**src/rtl/ram_line_reader.sv**
```systemverilog
// rtl/ram_line_reader.sv - line-buffer RAM read controller emitting a valid/ready pixel stream
// Reads a run of consecutive words through a 1-cycle RAM port into a 2-entry skid buffer.
module ram_line_reader #(
  parameter int DATA_WIDTH    = 8,
  parameter int ADDRESS_WIDTH = 8,
  parameter int LEN_WIDTH     = 9
) (
  input  logic                     clk,
  input  logic                     rst,
  input  logic                     start,
  input  logic [ADDRESS_WIDTH-1:0] startAddr,
  input  logic [LEN_WIDTH-1:0]     length,
  output logic [ADDRESS_WIDTH-1:0] ramAddr,
  input  logic [DATA_WIDTH-1:0]    ramQ,
  output logic [DATA_WIDTH-1:0]    dout,
  output logic                     doutValid,
  input  logic                     doutReady,
  output logic                     doutLast,
  output logic                     busy,
  output logic                     done
);

  typedef enum logic [1:0] {
    S_IDLE  = 2'd0,
    S_READ  = 2'd1,
    S_DRAIN = 2'd2
  } state_t;

  state_t                              state_q, state_d;
  logic [ADDRESS_WIDTH-1:0]            addr_q, addr_d;
  logic [LEN_WIDTH-1:0]                remaining_q, remaining_d;
  logic                                inflight_q, inflight_d;
  logic                                inflight_last_q, inflight_last_d;
  logic                                busy_q, busy_d;
  logic                                done_q, done_d;
  logic [1:0][DATA_WIDTH-1:0]          buf_data_q, buf_data_d;
  logic [1:0]                          buf_last_q, buf_last_d;
  logic                                rd_ptr_q, rd_ptr_d;
  logic                                wr_ptr_q, wr_ptr_d;
  logic [1:0]                          count_q, count_d;

  logic                                pop;
  logic                                push;
  logic                                head_last;
  logic [2:0]                          occupancy;
  logic                                issue;

  assign pop       = (count_q != 2'd0) && doutReady;
  assign push      = inflight_q;
  assign head_last = buf_last_q[rd_ptr_q];

  // Entries already held plus the word still coming back from RAM, less the one leaving now.
  assign occupancy = {1'b0, count_q} + {2'b00, inflight_q} - {2'b00, pop};
  assign issue     = (state_q == S_READ) && (occupancy < 3'd2);

  always_comb begin
    state_d         = state_q;
    addr_d          = addr_q;
    remaining_d     = remaining_q;
    busy_d          = busy_q;
    done_d          = 1'b0;
    buf_data_d      = buf_data_q;
    buf_last_d      = buf_last_q;
    rd_ptr_d        = rd_ptr_q;
    wr_ptr_d        = wr_ptr_q;
    count_d         = count_q + {1'b0, push} - {1'b0, pop};
    inflight_d      = issue;
    inflight_last_d = issue && (remaining_q == LEN_WIDTH'(1));

    if (push) begin
      buf_data_d[wr_ptr_q] = ramQ;
      buf_last_d[wr_ptr_q] = inflight_last_q;
      wr_ptr_d             = ~wr_ptr_q;
    end
    if (pop) begin
      rd_ptr_d = ~rd_ptr_q;
    end

    case (state_q)
      S_IDLE: begin
        if (start) begin
          if (length == '0) begin
            done_d = 1'b1;
          end else begin
            state_d     = S_READ;
            addr_d      = startAddr;
            remaining_d = length;
            busy_d      = 1'b1;
          end
        end
      end
      S_READ: begin
        if (issue) begin
          addr_d      = addr_q + ADDRESS_WIDTH'(1);
          remaining_d = remaining_q - LEN_WIDTH'(1);
          if (remaining_q == LEN_WIDTH'(1)) begin
            state_d = S_DRAIN;
          end
        end
      end
      S_DRAIN: begin
        if (pop && head_last) begin
          state_d = S_IDLE;
          busy_d  = 1'b0;
          done_d  = 1'b1;
        end
      end
      default: begin
        state_d = S_IDLE;
        busy_d  = 1'b0;
      end
    endcase
  end

  always_ff @(posedge clk) begin
    if (rst) begin
      state_q         <= S_IDLE;
      addr_q          <= '0;
      remaining_q     <= '0;
      inflight_q      <= 1'b0;
      inflight_last_q <= 1'b0;
      busy_q          <= 1'b0;
      done_q          <= 1'b0;
      buf_data_q      <= '0;
      buf_last_q      <= '0;
      rd_ptr_q        <= 1'b0;
      wr_ptr_q        <= 1'b0;
      count_q         <= '0;
    end else begin
      state_q         <= state_d;
      addr_q          <= addr_d;
      remaining_q     <= remaining_d;
      inflight_q      <= inflight_d;
      inflight_last_q <= inflight_last_d;
      busy_q          <= busy_d;
      done_q          <= done_d;
      buf_data_q      <= buf_data_d;
      buf_last_q      <= buf_last_d;
      rd_ptr_q        <= rd_ptr_d;
      wr_ptr_q        <= wr_ptr_d;
      count_q         <= count_d;
    end
  end

  // The address register doubles as the RAM port address; it only moves when a read issues.
  assign ramAddr   = addr_q;
  assign dout      = buf_data_q[rd_ptr_q];
  assign doutValid = (count_q != 2'd0);
  assign doutLast  = doutValid && head_last;
  assign busy      = busy_q;
  assign done      = done_q;

endmodule
```
**config.mk**
```make
export PLATFORM = sky130hd
export DESIGN_NAME = ram_line_reader
export DESIGN_NICKNAME = d
export VERILOG_FILES = /design/src/rtl/ram_line_reader.sv
export SDC_FILE = /design/constraint.sdc
export NUM_CORES = 1
export LEC_CHECK = 0
export ABC_AREA = 1
export ABC_CLOCK_PERIOD_IN_PS = 3050
export CAP_MARGIN = 20
export CORE_MARGIN = 3
export CORE_UTILIZATION = 45
export DETAILED_ROUTE_END_ITERATION = 12
export PLACE_DENSITY = 0.75
export SYNTH_ARGS = -nofsm -noshare
export SYNTH_HDL_FRONTEND = slang
export SYNTH_SLANG_ARGS = --single-unit
```
**constraint.sdc**
```tcl
create_clock -name clk -period 3.05 [get_ports clk]
set_input_delay 0.61 -clock clk [delete_from_list [all_inputs] [get_ports clk]]
set_output_delay 0.61 -clock clk [all_outputs]
set_load 0.01 [all_outputs]
```
==> flow_summary.json, run 1 <==
{
  "status": "completed",
  "fp.dieArea_mm2": 0.00659,
  "path_buf_inv": 5,
  "clock_network_latency_to_the_later_pin_of_the_worst_skew_pair_ns": 0.31,
  "rsz0062_at_grt": "no",
  "mostFrequentLayoutCell": "sky130_fd_sc_hd__nand2_1",
  "synth-seq-area-share_pct": 35.4,
  "grt_pass1_vias": 2253,
  "wl_per_cell_um": 11.6,
  "synthesis.instances": 379,
  "overflow": 0,
  "top_level_ports": 49,
  "use_met3_pct": 3.99,
  "rows": 26,
  "synthesis.nets": 414,
  "combPwrFrac_pct": 48.3,
  "cts_htree_levels": 2,
  "cts.path.max_buffers": 2,
  "ys_ff_latch": 45,
  "cp-end-kind": "register",
  "remaining_drc_errors": 0,
  "setup_total_negative_slack_ns": 0,
  "antenna_found_initial": 0,
  "crit_path_max_fanout": 6,
  "worst_path_most_repeated_cell": "sky130_fd_sc_hd__inv_1",
  "initial_core_util_pct": 48.3,
  "tightest_slew_ns": 0.461,
  "dp_hpwl_mm": 4.19,
  "clock-sinks": 45,
  "worstSetupPathType": "in -> reg",
  "drt_iter0_markers": 101,
  "final_min_period_over_clock_period_pct": 89.2,
  "timing.slew.headroom_pct": 69.3,
  "report.final.hold_viol_count": 0,
  "worst_clock_skew_on_the_final_layout_ns": 0.00585,
  "via_density": 4.91,
  "detailroute.via_count": 2449,
  "worst_path_dominant_cell_family": "buffers and inverters",
  "grtUsageMet2_pct": 33.7,
  "power.share.switching_pct": 42.1,
  "die_extent_in_x_um": 81.2,
  "crit_required_ns": 3.30,
  "detailedRoute.firstPassIterationCount": 4,
  "crit_chain": "clkdlybuf4s50_1 > inv_1 > nor2_2 > ha_1 > inv_1 > ha_1 > fa_1 > inv_1 > nand3_4 > nand2_4 > nand2_4 > nor2_4 > buf_4 > nand2_2 > a21oi_2",
  "number_of_antenna_repair_diodes": 0,
  "core_region_area_mm2": 0.00527,
  "cell_area_after_placement_mm2": 0.00309,
  "peakVddDrop_v": 0.000374,
  "nNetsFinal": 463,
  "total_clock_buffers_created_by_cts": 5,
  "grt_busiest_layer": "met2",
  "postRouteWirelength_mm": 5.78,
  "mostFrequentLayoutCells": "90 x sky130_fd_sc_hd__nand2_1, 76 x sky130_fd_sc_hd__nor2_1, 48 x sky130_fd_sc_hd__clkdlybuf4s50_1",
  "clk_transition_reported_paths_ns": 0.09,
  "timing.final.crit_period_ns": 2.72,
  "grt.total_usage_pct": 19.3,
  "arrival_ns": 2.97,
  "largest_net_degree_at_the_start_of_global_routing": 27,
  "fp.dieH_um": 81.2,
  "syn_avg_cell_area_um2": 6.71,
  "globalplace.congestion": 0.805,
  "maximum_capacitance_violations": 0,
  "setup_viol": 0,
  "postCtsSetupBuffers": 0,
  "layout-area-overhead-vs-synth_pct": 25.2,
  "leakagePower_nw": 1.38,
  "power_per_cell_area_mw_per_mm2": 762,
  "cts.root.buffer_cell": "sky130_fd_sc_hd__clkbuf_8",
  "buffer_ports.inserted": 48,
  "cts_resized": 0,
  "power_switching_mw": 1.02,
  "internal_power_mw": 1.40,
  "netlist_area_mm2": 0.00254,
  "synth_cell_type_count": 31,
  "grt_first_pass_wirelength_mm": 10.0,
  "startpoint_type": "input pin",
  "power_frac_clock_pct": 16.1,
  "holdBufCountCts": 0,
  "cts_tree": "built",
  "worst_path_max_delay_cell": "sky130_fd_sc_hd__clkdlybuf4s50_1",
  "power.share.sequential_pct": 35.6,
  "final-max-slew-violation-count": 0,
  "globalRouteMet1Util_pct": 23.5,
  "slowest_delay_ns": 0.45,
  "drive_gt1_share_pct": 13.5,
  "yosys_warnings": 0,
  "drt.antenna.violating_nets": 0,
  "min-delay-path-class": "reg -> reg",
  "stdcell_area_mm2": 0.00319,
  "max_freq_ghz": 0.367
}
[path summary, 6_finish.rpt]
kind	start	cells past startpoint	slack, ns	endpoint
min	busy	2	0.47	busy
max	doutReady	15	0.33	remaining_q[6]
max reg2reg	count_q[1]	14	0.54	remaining_q[6]
min reg2reg	busy	2	0.47	busy
[worst reg2reg max path, stage by stage (launching register included)]
cell	delay [ns]
sky130_fd_sc_hd__dfxtp_1	0.36
sky130_fd_sc_hd__nor2_1	0.22
sky130_fd_sc_hd__nor2_2	0.07
sky130_fd_sc_hd__ha_1	0.27
sky130_fd_sc_hd__inv_1	0.04
sky130_fd_sc_hd__ha_1	0.18
sky130_fd_sc_hd__fa_1	0.47
sky130_fd_sc_hd__inv_1	0.14
sky130_fd_sc_hd__nand3_4	0.10
sky130_fd_sc_hd__nand2_4	0.07
sky130_fd_sc_hd__nand2_4	0.06
sky130_fd_sc_hd__nor2_4	0.14
sky130_fd_sc_hd__buf_4	0.18
sky130_fd_sc_hd__nand2_2	0.06
sky130_fd_sc_hd__a21oi_2	0.11
[metal layers]
metal	vias up	part of all wire, %	wire [um]
met4	0	1.8	106
met2	52	48	2750
met1	1097	45	2630
li1	1288	-	-
met3	12	5.0	289
met5	-	0	0
[cell families after synthesis]
kind of cell,after synthesis,synth area share [%]
fa+ha+maj,6,3.25
simple gates,218,38.4
compound gates,57,13.6
flops,45,35.4
buf+inv,53,9.35
[synthesized netlist by cell type]
| library cell | number | area share [%] |
|---|---|---|
| sky130_fd_sc_hd__nand3_4 | 1 | 0.69 |
| sky130_fd_sc_hd__nor3_1 | 2 | 0.39 |
| sky130_fd_sc_hd__nor2_4 | 1 | 0.44 |
| sky130_fd_sc_hd__inv_4 | 1 | 0.25 |
| sky130_fd_sc_hd__clkbuf_1 | 6 | 0.89 |
| sky130_fd_sc_hd__nand2_2 | 6 | 1.5 |
| sky130_fd_sc_hd__buf_6 | 2 | 0.89 |
| sky130_fd_sc_hd__nor2_1 | 76 | 11 |
| sky130_fd_sc_hd__o21bai_1 | 2 | 0.59 |
| sky130_fd_sc_hd__dfxtp_1 | 45 | 35 |
| sky130_fd_sc_hd__ha_1 | 5 | 2.5 |
| sky130_fd_sc_hd__o21ai_0 | 28 | 5.5 |
| sky130_fd_sc_hd__nand4_1 | 4 | 0.98 |
| sky130_fd_sc_hd__clkinv_1 | 2 | 0.30 |
| sky130_fd_sc_hd__a21oi_2 | 10 | 3.4 |
| sky130_fd_sc_hd__nor4_1 | 1 | 0.25 |
| sky130_fd_sc_hd__buf_12 | 1 | 0.79 |
| sky130_fd_sc_hd__nor2_2 | 4 | 0.98 |
| sky130_fd_sc_hd__fa_1 | 1 | 0.79 |
| sky130_fd_sc_hd__buf_2 | 4 | 0.79 |
| sky130_fd_sc_hd__nand2_1 | 90 | 13 |
| sky130_fd_sc_hd__or2_2 | 4 | 0.98 |
| sky130_fd_sc_hd__a21oi_1 | 7 | 1.4 |
| sky130_fd_sc_hd__nand2_4 | 5 | 2.2 |
| sky130_fd_sc_hd__inv_1 | 32 | 4.7 |
| sky130_fd_sc_hd__nand3_1 | 20 | 3.9 |
| sky130_fd_sc_hd__inv_2 | 5 | 0.74 |
| sky130_fd_sc_hd__nand3_2 | 4 | 1.6 |
| sky130_fd_sc_hd__o21ai_1 | 8 | 1.6 |
| sky130_fd_sc_hd__o21bai_4 | 1 | 0.74 |
| sky130_fd_sc_hd__o21ai_2 | 1 | 0.34 |
[cell type report]
type	instances	area, um^2
flip-flops and latches	45	901
inverters	40	153
multi-input cells	281	1410
repair buffers	55	546
clock inverters	3	25.0
well taps	70	87.6
clock buffers	5	68.8
fillers	537	2080
[power groups by stage]
stage / combinational [mW] / clock (mW) / sequential (mW)
2_1_floorplan: 0.811 / 0 / 0.865
3_3_place_gp: 1.15 / 0 / 0.870
3_5_place_dp: 1.17 / 0 / 0.876
4_1_cts: 1.18 / 0.403 / 0.864
5_1_grt: 1.33 / 0.428 / 0.888
6_report: 1.17 / 0.390 / 0.863
[per-stage QoR]
| step | hold slack, ns | worst slack, ns | std cells | utilization, % | total power, mW |
|---|---|---|---|---|---|
| 2_1_floorplan | 0.431 | 0.535 | 379 | - | 1.68 |
| 3_3_place_gp | 0.444 | 0.0689 | 491 | 58.7 | 2.02 |
| 3_5_place_dp | 0.457 | 0.0199 | 491 | 58.7 | 2.05 |
| 4_1_cts | 0.470 | 0.319 | 499 | 60.4 | 2.45 |
| 5_1_grt | 0.503 | 0.162 | 499 | 60.4 | 2.65 |
| 6_report | 0.467 | 0.328 | 499 | 60.4 | 2.43 |
[sequential cells by signal, summed over array words and instances, names as in the netlist]
signal,flops
inflight_last_q,1
buf_data_q,16
rd_ptr_q,1
count_q,2
remaining_q,9
buf_last_q,2
state_q,2
wr_ptr_q,1
ramAddr,8
busy,1
done,1
inflight_q,1
No activity file was read; power rests on OpenSTA's default activity.
==> run 2: changes to the inputs <==
--- a/config.mk
+++ b/config.mk
@@ -6,12 +6,12 @@
 export NUM_CORES = 1
 export LEC_CHECK = 0
 export ABC_AREA = 1
-export ABC_CLOCK_PERIOD_IN_PS = 3050
+export ABC_CLOCK_PERIOD_IN_PS = 2200
 export CAP_MARGIN = 20
-export CORE_MARGIN = 3
+export CORE_ASPECT_RATIO = 0.9
 export CORE_UTILIZATION = 45
 export DETAILED_ROUTE_END_ITERATION = 12
-export PLACE_DENSITY = 0.75
+export PLACE_DENSITY = 0.78
 export SYNTH_ARGS = -nofsm -noshare
 export SYNTH_HDL_FRONTEND = slang
 export SYNTH_SLANG_ARGS = --single-unit
==> constraint.sdc (replaced) <==
create_clock -name clk -period 2.2 [get_ports clk]
set_input_delay 0.44 -clock clk [delete_from_list [all_inputs] [get_ports clk]]
set_output_delay 0.44 -clock clk [all_outputs]
set_load 0.01 [all_outputs]
==> run 2 against run 1 <==
Net effect: non-clock buffer count up 12; flip-flop and latch count unchanged; worst hold slack better by 0.0021 ns; routed wire length up 6.0%; critical path type is now reg -> reg; the flow now finishes with violations (negative setup slack); via count up 2.9%; clock power up 32%; global-route usage up 2.3 points; cell count up 1.6%; count of clock-buffer cells in the layout unchanged; highest routed layer unchanged; largest cell class unchanged.
==> flow_summary.json, run 2 (synthesized netlist as in run 1, its figures left out) <==
{
  "cts.root.buffer_cell": "sky130_fd_sc_hd__clkbuf_8",
  "grt_pass1_vias": 2299,
  "antenna_found_initial": 0,
  "fp.dieH_um": 73.3,
  "number_of_antenna_repair_diodes": 0,
  "cts.path.max_buffers": 2,
  "fp.dieArea_mm2": 0.00596,
  "hold_slack_ns": 0.469,
  "grt_first_pass_wirelength_mm": 9.80,
  "final_min_period_over_clock_period_pct": 110,
  "cp-end-kind": "register",
  "setup_total_negative_slack_ns": -3.12,
  "mostFrequentLayoutCell": "sky130_fd_sc_hd__nand2_1",
  "drt.antenna.violating_nets": 0,
  "stdcell_area_mm2": 0.00343,
  "largest_register_ff_count": 16,
  "setup_slack_of_the_critical_path_after_layout_ns": -0.212,
  "rr_worst_depth": 14,
  "die_extent_in_x_um": 81.3,
  "max_freq_ghz": 0.415,
  "cts_htree_levels": 2,
  "layout-area-overhead-vs-synth_pct": 34.9,
  "clock_network_latency_to_the_later_pin_of_the_worst_skew_pair_ns": 0.31,
  "power_per_cell_area_mw_per_mm2": 1070,
  "via_density": 4.97,
  "leakagePower_nw": 1.49,
  "core_region_area_mm2": 0.00535,
  "drive_gt1_share_pct": 21.1,
  "timing.slew.headroom_pct": 77.3,
  "status": "complete, but fails checks",
  "peakVddDrop_v": 0.000538,
  "maximum_capacitance_violations": 0,
  "clk_transition_reported_paths_ns": 0.08,
  "detailedRoute.firstPassIterationCount": 4,
  "crit_path_max_fanout": 6,
  "report.final.hold_viol_count": 0,
  "worstHoldPathCells": 2,
  "clock-sinks": 45,
  "top_level_ports": 49,
  "nNetsFinal": 475,
  "buffer_ports.inserted": 48,
  "postRouteWirelength_mm": 6.13,
  "dp_hpwl_mm": 4.10,
  "worst_path_max_delay_cell": "sky130_fd_sc_hd__fa_1",
  "cell_area_after_placement_mm2": 0.00316,
  "initial_core_util_pct": 47.6,
  "rsz0062_at_grt": "yes",
  "detailroute.via_count": 2520,
  "final-max-slew-violation-count": 0,
  "holdBufCountCts": 0,
  "largest_register": "buf_data_q",
  "grt.total_usage_pct": 21.5,
  "startpoint_type": "register",
  "place_ws_ns": -0.678,
  "arrival_ns": 2.66,
  "worst_clock_skew_on_the_final_layout_ns": 0.00507,
  "largest_net_degree_at_the_start_of_global_routing": 27,
  "worst_path_most_repeated_cell": "sky130_fd_sc_hd__nor2_4",
  "crit_chain": "nor2_4 > nor2_4 > ha_4 > inv_2 > ha_4 > fa_1 > inv_2 > nand3_4 > nand2_4 > nand2_4 > nor2_4 > buf_6 > nand3_4 > a21oi_2",
  "layout.cells.non_filler": 507,
  "setup_viol": 20,
  "tightest_slew_ns": 0.336,
  "failed_checks": "negative setup slack",
  "min-delay-path-class": "reg -> reg",
  "crit_required_ns": 2.45,
  "worstSetupPathType": "reg -> reg",
  "nFillCells": 470,
  "wl_per_cell_um": 12.1,
  "slowest_delay_ns": 0.48,
  "globalplace.congestion": 0.800,
  "remaining_drc_errors": 0,
  "drt_iter0_markers": 98,
  "rows": 25,
  "overflow": 0,
  "post-place-cells": 492,
  "timing.final.crit_period_ns": 2.41,
  "cts_tree": "built",
  "mostFrequentLayoutCells": "83 x sky130_fd_sc_hd__nand2_1, 75 x sky130_fd_sc_hd__nor2_1, 47 x sky130_fd_sc_hd__clkdlybuf4s50_1",
  "total_clock_buffers_created_by_cts": 5
}
==> run 2: changes by cell type in the layout (fill, tap and decap cells not counted), moves of 3 or more <==
cell,previous run,this run
sky130_fd_sc_hd__nand2_4,5,10
sky130_fd_sc_hd__nand2_1,90,83
sky130_fd_sc_hd__o21ai_1,8,2
sky130_fd_sc_hd__o21ai_2,1,8
sky130_fd_sc_hd__inv_1,32,29
sky130_fd_sc_hd__buf_4,6,15
==> run 2: worst paths after layout <==
path                                 start        endpoint  slack, ns
worst min register to register        busy            busy       0.47
worst max register to register  count_q[1]  remaining_q[7]      -0.21
worst min-delay path                  busy            busy       0.47
worst max-delay path            count_q[1]  remaining_q[7]      -0.21
==> run 2: final cells by class <==
class                           count  area [um^2]  share of cell area, %
Inverter                           40          160                   4.67
Tap cell                           67         83.8                   2.44
Timing Repair Buffer               67          659                   19.2
Clock inverter                      2         16.3                  0.474
Sequential cell                    45          903                   26.3
Multi-Input combinational cell    281         1540                   44.9
Clock buffer                        5         68.8                   2.01
==> run 2: what timing repair did <==
item / 4_1_cts / 5_1_grt
gates resized for setup: 4 / 23
pin swaps: 2 / 13
gates cloned: 0 / 1
setup buffers: 2 / 5
endpoints found under the setup margin: 20 / 22
==> run 2: critical path, delay by kind of cell (launching register included) <==
family                     cells  cell delay (ns)
adders and majority gates      3             0.88
and+or+nand+nor                7             0.66
DFF                            1             0.34
buffers and inverters          3             0.33
AOI/OAI and AO/OA              1             0.13
==> run 2: where the power goes <==
part	switching, mW	leakage [nW]	internal (mW)
Combinational	1.07	1.08	0.891
Sequential	0.194	0.369	1.02
Clock	0.296	0.0402	0.219
==> run 2: through the flow <==
stage	total power [mW]	utilization (%)
global placement	2.88	59.1
global route	3.97	64.2
floorplan	2.37	-
CTS	3.49	61.3
finish	3.69	64.2
detailed placement	2.92	59.1
==> run 2: metal layers <==
layer  vias up  global-route usage (%)  part of all wire (%)
met5         -                       0                     0
met4         0                    5.56                   1.0
met2        52                    37.3                    49
met3         7                    5.59                   5.0
li1       1312                       -                     -
met1      1149                    26.5                    45
